<file path="config.mk">
export PLATFORM = sky130hd
export DESIGN_NAME = fetch_stage
export DESIGN_NICKNAME = d
export VERILOG_FILES = /design/src/rtl/fetch_stage.sv
export SDC_FILE = /design/constraint.sdc
export NUM_CORES = 1
export LEC_CHECK = 0
export ABC_AREA = 1
export BUFFER_PORTS_ARGS = -buffer_cell sky130_fd_sc_hd__buf_2
export CORE_MARGIN = 2
export CORE_UTILIZATION = 40
export CTS_BUF_LIST = sky130_fd_sc_hd__clkbuf_8
export CTS_CLUSTER_DIAMETER = 150
export CTS_CLUSTER_SIZE = 30
export DETAILED_ROUTE_END_ITERATION = 12
export PLACE_DENSITY = 0.63
export SETUP_SLACK_MARGIN = 0.5
export SYNTH_ARGS = -nofsm -noshare
export SYNTH_HDL_FRONTEND = slang
export SYNTH_SLANG_ARGS = --single-unit
</file>
<file path="constraint.sdc">
create_clock -name clk -period 4.06 [get_ports clk]
set_clock_uncertainty 0.1 [all_clocks]
set_input_delay 0.609 -clock clk [delete_from_list [all_inputs] [get_ports clk]]
set_output_delay 0.609 -clock clk [all_outputs]
set_load 0.005 [all_outputs]
</file>
<file path="src/rtl/fetch_stage.sv">
// IF stage: owns the PC, drives the combinational imem address and registers
// {instruction, PC, valid} into IF/ID with branch redirect, stall, flush and HLT handling.
//
// state | meaning
// BOOT  | one-cycle settle after reset, PC held, IF/ID bubble
// RUN   | normal fetch with redirect/flush/stall priority
// HALT  | HLT fetched; PC frozen, bubbles until branch redirect or reset
module fetch_stage #(
  parameter int          N           = 64,
  parameter logic [63:0] RESET_PC    = 64'h0,
  parameter logic [31:0] HALT_OPCODE = 32'hD4400000,
  parameter int          IMEM_WORDS  = 256
) (
  input  logic         clk,
  input  logic         reset,
  output logic [N-1:0] IM_addr,
  input  logic [31:0]  IM_readData,
  input  logic         PCSrc,
  input  logic [N-1:0] PCBranch,
  input  logic         stall,
  input  logic         flush,
  output logic [31:0]  IF_ID_instr,
  output logic [N-1:0] IF_ID_pc,
  output logic         IF_ID_valid,
  output logic         halted,
  output logic [31:0]  fetch_count,
  output logic         pc_oob
);

  localparam logic [1:0] BOOT = 2'd0;
  localparam logic [1:0] RUN  = 2'd1;
  localparam logic [1:0] HALT = 2'd2;

  localparam logic [N-1:0] OOB_LIMIT = N'(4 * IMEM_WORDS);

  logic [1:0]   state;
  logic [N-1:0] pc;
  logic         pc_bad;

  assign IM_addr = pc;
  assign pc_bad  = (pc >= OOB_LIMIT) || (pc[1:0] != 2'b00);

  always_ff @(posedge clk) begin
    if (!reset) begin
      state       <= BOOT;
      pc          <= RESET_PC[N-1:0];
      IF_ID_instr <= '0;
      IF_ID_pc    <= '0;
      IF_ID_valid <= 1'b0;
      halted      <= 1'b0;
      fetch_count <= '0;
      pc_oob      <= 1'b0;
    end else begin
      case (state)
        BOOT: begin
          state       <= RUN;
          IF_ID_instr <= '0;
          IF_ID_pc    <= '0;
          IF_ID_valid <= 1'b0;
        end
        RUN: begin
          if (PCSrc) begin
            pc          <= PCBranch;
            IF_ID_instr <= '0;
            IF_ID_pc    <= '0;
            IF_ID_valid <= 1'b0;
          end else if (flush) begin
            IF_ID_instr <= '0;
            IF_ID_pc    <= '0;
            IF_ID_valid <= 1'b0;
          end else if (!stall) begin
            IF_ID_instr <= IM_readData;
            IF_ID_pc    <= pc;
            IF_ID_valid <= 1'b1;
            if (fetch_count != 32'hFFFF_FFFF)
              fetch_count <= fetch_count + 32'd1;
            if (pc_bad)
              pc_oob <= 1'b1;
            // The HLT word is delivered, but PC parks on it so a redirect can squash it.
            if (IM_readData == HALT_OPCODE) begin
              state  <= HALT;
              halted <= 1'b1;
            end else begin
              pc <= pc + N'(4);
            end
          end
        end
        HALT: begin
          IF_ID_instr <= '0;
          IF_ID_pc    <= '0;
          IF_ID_valid <= 1'b0;
          if (PCSrc) begin
            pc     <= PCBranch;
            halted <= 1'b0;
            state  <= RUN;
          end
        end
        default: state <= BOOT;
      endcase
    end
  end

endmodule
</file>
==> results.md, run 1 <==
* Worst path bufs/invs at 3
* Critical Path End Type: flop
* Post-cts gate resize count at 0
* Vias at 11,700
* Design area at 13,000 um^2
* Seq cells post-synth at 197
* GR Util met1 at 0.327
* Met3 usage at 0.0346
* GP Congestion at 0.971
* TritonCTS clock tree: done
* Met2 Use GR at 0.429
* Worst reg-to-reg path cell count at 7
* GRT Total Usage at 0.253
* CTS Buf Count at 17
* Worst-skew pair later-pin latency at 0.51 ns
* Setup crit start: state[1]$_SDFFE_PN0P_
* Seq/Total Area, Yosys at 0.362
* RR Startpoint: state[1]$_SDFFE_PN0P_
* TNS Setup at 0 ns
* Core Util, Final at 0.482
* Sink Count at 197
* Worst-margin pin slew at 0.778 ns
* Final Cycle Share at 0.627
* Ports at 296
* Largest net degree at the start of global routing at 60
* Critical-path cell list: inv_1, ha_1, a31oi_1, clkinv_2, buf_4, nand2_1, a21oi_1
* Worst IR drop on VDD at 0.356 mV
* Pre-CTS setup slack at 1.24 ns
* Final #Nets at 2,084
* Drt pass-1 iters at 6
* Top cells by area, synth: dfxtp_1 (36%), nand2_1 (21%), nor2_1 (8.6%)
* Syn nets at 1,834
* Outcome: complete, no violations
* Final WS setup at 1.51 ns
* Pleak at 5.44 nW
* DP HPWL at 27,500 um
* Core ar. at 26,900 um^2
* Max Slew Vio Count at 0
* RR Endpoint: IF_ID_valid$_SDFFE_PN0P_
* Mapped Avg Cell Area at 6.31 um^2
* Slew headroom at 0.480
* CP max stage delay at 0.54 ns
* Req. time, crit path at 4.33 ns
* Pwr per Cell Area at 448 nW/um^2
* Initial core utilization at 0.405
* Number of synthesized flops with an enable pin at 0
* Syn-to-layout area delta at 19.0%
* Setup Fix Bufs, Post-CTS at 0
* Dpl cell area at 12,500 um^2
* Initial antenna violation count at 5
* CP Max Fanout at 59
* Clock-pin transition on the worst setup and hold timing paths at 0.13 ns
* WL/cell at 15.8 um
* Final WL at 36,900 um
* Final hold violation count at 0
* First-pass GRT wire length at 57,400 um
* Antenna Nets Post-Route at 0
* Via density at 5.02
* Die W at 169 um
* Vias in the first global route at 10,800
* Delay-heaviest family, CP: buffers and inverters
* Hold Path End: IF_ID_instr[12]$_SDFFE_PN0P_
* Startpoint types: flop
* Post-synthesis cell area at 10,900 um^2
* Die Footprint at 28,600 um^2
* FMAX at 0.393 GHz
* Leading area contributor after synthesis: dfxtp_1
* Top cells by count, synth: nand2_1 (614), nor2_1 (249), dfxtp_1 (197)
* RSZ-0062 raised after global routing: no
* Number of cell rows at 60
* Synth async-reset ratio at 0
* Post-synth cell types at 38
* WP depth at 7
* Fill count at 2,901
* HP Class: primary input to flop
* Drc violations at 0
* Synthesis Warnings at 0
* Worst EP arrival at 2.82 ns
* Root Buffer: clkbuf_8
* Most frequent cell after synthesis: nand2_1
* Final setup fails at 0
* Mapped Cells at 1,726
* IO Port Bufs at 295
* Worst min-delay path startpoint: IM_readData[12]
* GRT busiest layer: met2
* CP max stage cell: buf_4
* Setup Crit Path Kind: flop to flop
* Fin crit period at 2.55 ns
* Prevailing post-synth register cell: dfxtp_1
* Maximum level of the CTS H-tree at 4
* Iter 0 DRT Violations at 859
* Max cap viols at 0
* Grt total ovfl at 0
* CTS Hold Buffers Added at 0
* Clock Tree Buf Depth at 2
* R2R setup slack at 1.51 ns
* Top-area cell type share of the netlist area at 0.362
* Share of cells above drive strength 1 at 0.200
* Die height at 169 um
* Hold Path Cell Cnt at 3
==> cells in the final DEF (no fill, tap or decap), drive strengths merged <==
master / netlist / layout
a21boi: 1 / 1
a21oi: 157 / 157
a31oi: 1 / 1
and2: 8 / 8
and3: 1 / 1
buf: 34 / 308
clkbuf: 43 / 17
clkinv: 2 / 9
clkinvlp: 0 / 1
dfxtp: 197 / 197
diode: 0 / 4
ha: 7 / 7
inv: 109 / 116
nand2: 622 / 622
nand3: 59 / 59
nand3b: 10 / 10
nand4: 26 / 26
nor2: 270 / 270
nor3: 36 / 36
nor3b: 5 / 5
nor4: 12 / 12
o21a: 1 / 1
o21ai: 73 / 73
or2: 4 / 4
xnor2: 15 / 15
xor2: 33 / 33
==> registers in the layout, indices dropped and copies added, names as in the netlist <==
signal and count:
pc_oob 1, fetch_count 32, IM_addr 64, state 2, IF_ID_instr 32, IF_ID_pc 64, halted 1, IF_ID_valid 1
==> worst max-delay path by stage <==
| stage | endpoint | slack, ns |
|---|---|---|
| final | IF_ID_valid$_SDFFE_PN0P_ | 1.51 |
| after global routing | IM_addr[21]$_SDFFE_PN0P_ | 1.32 |
| after CTS | IF_ID_pc[35]$_SDFFE_PN0P_ | 1.43 |
| after detailed placement | IM_addr[1]$_SDFFE_PN0P_ | 1.24 |
| after global placement | IM_addr[63]$_SDFFE_PN0P_ | 1.30 |
| after floorplan | IF_ID_pc[25]$_SDFFE_PN0P_ | 2.21 |
==> power breakdown <==
| group | total (W) | leakage (nW) | internal (W) | switching (W) |
|---|---|---|---|---|
| Sequential | 0.00265 | 1.60 | 0.00217 | 0.000476 |
| Combinational | 0.00182 | 3.64 | 0.000669 | 0.00115 |
| Clock | 0.00134 | 0.202 | 0.000472 | 0.000868 |
| Total | 0.00580 | 5.44 | 0.00331 | 0.00249 |
==> cells by family after synthesis <==
logic type | count (synthesis) | share of synthesized area
adder cells (fa/ha/maj) | 7 | 0.00804
AND/OR/NAND/NOR | 1053 | 0.412
buffers and inverters | 188 | 0.0719
AO/OA/AOI/OAI | 233 | 0.108
XOR/XNOR | 48 | 0.0386
flip-flops | 197 | 0.362
==> layer usage <==
metal	share of wire	routed length [um]
met5	0.00035	13
met4	0.029	1060
met3	0.048	1760
met2	0.48	17600
met1	0.45	16500
==> final cells by class <==
cell class / instances / area [um^2] / share of cell area
sequential: 197 / 3940 / 0.304
antenna: 4 / 10.0 / 0.000772
inverter: 111 / 422 / 0.0325
multi-input combinational: 1341 / 6160 / 0.476
tap: 341 / 427 / 0.0329
timing repair buffer: 308 / 1590 / 0.122
clock inverter: 15 / 171 / 0.0132
clock buffer: 17 / 234 / 0.0181
==> worst min-delay path: stages <==
cell     delay [ns]
buf_2          0.10
nand2_1        0.06
a21oi_1        0.05
==> stage by stage <==
step | hold WS [ns] | power [W] | cells
after floorplan | 0.342 | 0.00378 | 1726
after global placement | 0.339 | 0.00449 | 2298
after detailed placement | 0.345 | 0.00452 | 2298
after CTS | 0.221 | 0.00586 | 2330
after global routing | 0.239 | 0.00618 | 2334
final | 0.248 | 0.00580 | 2334
Power figures use the tool's default switching activity.
==> run 2, diff against run 1 <==
- clock period: 4.06 -> 2.6 ns (I/O delays scaled with it)
==> results.md, run 2 (synthesized netlist as in run 1, its figures left out) <==
* RSZ-0062 raised after global routing: yes
* Ports at 296 (unchanged)
* Clock-pin transition on the worst setup and hold timing paths at 0.13 ns (about the same)
* Fin crit period at 2.04 ns (-0.512 ns)
* Sink Count at 197 (unchanged)
* Startpoint types: flop
* Die W at 169 um (unchanged)
* R2R setup slack at 0.56 ns (-0.95 ns)
* CP Max Fanout at 13 (-78%)
* Number of cell rows at 60 (unchanged)
* Antenna Nets Post-Route at 0 (unchanged)
* Root Buffer: clkbuf_8
* HP Class: primary input to flop
* Worst min-delay path startpoint: IM_readData[15]
* DP HPWL at 27,700 um (+0.72%)
* Die height at 169 um (unchanged)
* Hold Path Cell Cnt at 3 (unchanged)
* Final Cycle Share at 0.783 (+0.155)
* Commonest non-fill, non-tap cell in the layout: nand2_1
* Slew headroom at 0.628 (+0.148)
* Core ar. at 26,900 um^2 (unchanged)
* Req. time, crit path at 2.87 ns (-1.46 ns)
* WL/cell at 16.6 um (+5.0%)
* Critical Path End Type: flop
* TritonCTS clock tree: done
* Final #Nets at 2,105 (+1.0%)
* Syn-to-layout area delta at 24.0%
* Worst-margin pin slew at 0.558 ns (-0.221 ns)
* GRT busiest layer: met2
* Pleak at 5.65 nW (+4.0%)
* FMAX at 0.491 GHz (+25%)
* GRT Total Usage at 0.256 (+0.00263)
* Vias in the first global route at 11,000 (+2.1%)
* RR Startpoint: state[1]$_SDFFE_PN0P_
* CTS Buf Count at 17 (unchanged)
* Met2 Use GR at 0.437 (+0.00820)
* CP dominant cell by count: nor2_1
* Share of cells above drive strength 1 at 0.241 (+0.0407)
* Final setup fails at 0 (unchanged)
* Worst IR drop on VDD at 0.555 mV (+56%)
* Critical-path cell list: inv_1, ha_4, inv_2, nor2_1, nand2_2, nand3_4, clkinvlp_4, clkbuf_16, o21ai_0, nor2_1
* RR Endpoint: IM_addr[47]$_SDFFE_PN0P_
* Setup Crit Path Kind: flop to flop
* Hold Path End: IF_ID_instr[15]$_SDFFE_PN0P_
* Grt total ovfl at 0 (unchanged)
* Iter 0 DRT Violations at 735 (-14%)
* Most frequent cells in the layout: nand2_1 (611), buf_2 (295), nor2_1 (245)
* Met3 usage at 0.0381 (+0.00351)
* Die Footprint at 28,600 um^2 (unchanged)
* Clock Tree Buf Depth at 2 (unchanged)
* CTS Hold Buffers Added at 0 (unchanged)
* Vias at 12,000 (+2.1%)
* Worst reg-to-reg path cell count at 10 (+3)
* Via density at 5.09 (+1.2%)
* Initial antenna violation count at 2 (-3)
* CP max stage cell: dfxtp_1
* Drt pass-1 iters at 5 (-1)
* Largest net degree at the start of global routing at 96 (+60%)
* Initial core utilization at 0.405 (unchanged)
* IO Port Bufs at 295 (unchanged)
* TNS Setup at 0 ns (unchanged)
* Pwr per Cell Area at 720 nW/um^2 (+61%)
* CP max stage delay at 0.37 ns (-0.17 ns)
* Max Slew Vio Count at 0 (unchanged)
* Drc violations at 0 (unchanged)
* Outcome: complete, no violations
* GP Congestion at 0.998 (+2.8%)
* Final WL at 39,100 um (+5.9%)
* Maximum level of the CTS H-tree at 4 (unchanged)
* Final hold violation count at 0 (unchanged)
* Worst EP arrival at 2.30 ns (-0.52 ns)
* Worst-skew pair later-pin latency at 0.48 ns (-0.03 ns)
* Max cap viols at 0 (unchanged)
* GR Util met1 at 0.335 (+0.00847)
* First-pass GRT wire length at 58,400 um (+1.7%)
* Final hold slack at 0.0438 ns (-0.204 ns)
run 2: cell count changes in the layout (fill, tap and decap cells not counted), moves of 4 or more:
| cell | change |
|---|---|
| nor2_1 | -4 |
| o21ai_1 | +4 |
| ha_1 | -4 |
| buf_4 | +8 |
| o21ai_0 | -4 |
| buf_12 | +7 |
| dfxtp_2 | +44 |
| dfxtp_1 | -46 |
| nor2_4 | +5 |
run 2: worst max path at each step:
stage | startpoint | endpoint | slack, ns | depth (start not counted)
floorplan | fetch_count[0]$_SDFFE_PN0P_ | fetch_count[7]$_SDFFE_PN0P_ | 0.76 | 10
finish | state[1]$_SDFFE_PN0P_ | IM_addr[47]$_SDFFE_PN0P_ | 0.56 | 10
detailed placement | state[1]$_SDFFE_PN0P_ | fetch_count[18]$_SDFFE_PN0P_ | 0.38 | 10
CTS | fetch_count[0]$_SDFFE_PN0P_ | fetch_count[13]$_SDFFE_PN0P_ | 0.50 | 11
global route | IM_addr[17]$_SDFFE_PN0P_ | IM_addr[49]$_SDFFE_PN0P_ | 0.43 | 11
global placement | state[1]$_SDFFE_PN0P_ | fetch_count[18]$_SDFFE_PN0P_ | 0.42 | 10
run 2: final cells by class:
type | instances | area, um^2
clock buffers | 17 | 234
clock inverters | 15 | 194
multi-input cells | 1341 | 6290
fillers | 2822 | 13400
flip-flops and latches | 197 | 4010
inverters | 111 | 433
repair buffers | 329 | 1920
diodes | 2 | 5.00
well taps | 341 | 427
run 2: repair_timing:
item,4_1_cts,5_1_grt
gates resized for setup,7,91
buffers inserted,0,9
hold endpoints to repair,0,0
gates cloned,0,4
pin swaps,0,7
setup endpoints to repair,50,187
run 2: per-layer routing:
| layer | wire (um) | vias up |
|---|---|---|
| li1 | - | 6026 |
| met1 | 17200 | 5505 |
| met2 | 18800 | 385 |
| met3 | 2240 | 53 |
| met4 | 852 | 0 |
| met5 | 0 | - |
run 2: stage by stage:
stage | worst slack [ns] | utilization | power, W | cells | cell area (um^2)
floorplan | 0.761 | - | 0.00590 | 1726 | 10900
global placement | 0.418 | 0.471 | 0.00711 | 2306 | 12700
detailed placement | 0.385 | 0.471 | 0.00717 | 2306 | 12700
CTS | 0.505 | 0.488 | 0.00934 | 2338 | 13100
global route | 0.431 | 0.503 | 0.0103 | 2352 | 13500
finish | 0.565 | 0.503 | 0.00972 | 2353 | 13500
run 2: power by group:
| group | total (W) | internal [W] | leakage (nW) | switching, W |
|---|---|---|---|---|
| Combinational | 0.00345 | 0.00134 | 3.82 | 0.00210 |
| Clock | 0.00215 | 0.000767 | 0.213 | 0.00139 |
| Sequential | 0.00412 | 0.00343 | 1.62 | 0.000693 |
| Total | 0.00972 | 0.00554 | 5.65 | 0.00418 |
run 2: worst max-delay path: cells and delay by family (launching register included):
| kind | cells | cell delay (ns) |
|---|---|---|
| buf+inv | 4 | 0.66 |
| flops | 1 | 0.37 |
| fa+ha+maj | 1 | 0.17 |
| simple gates | 4 | 0.43 |
| compound gates | 1 | 0.19 |
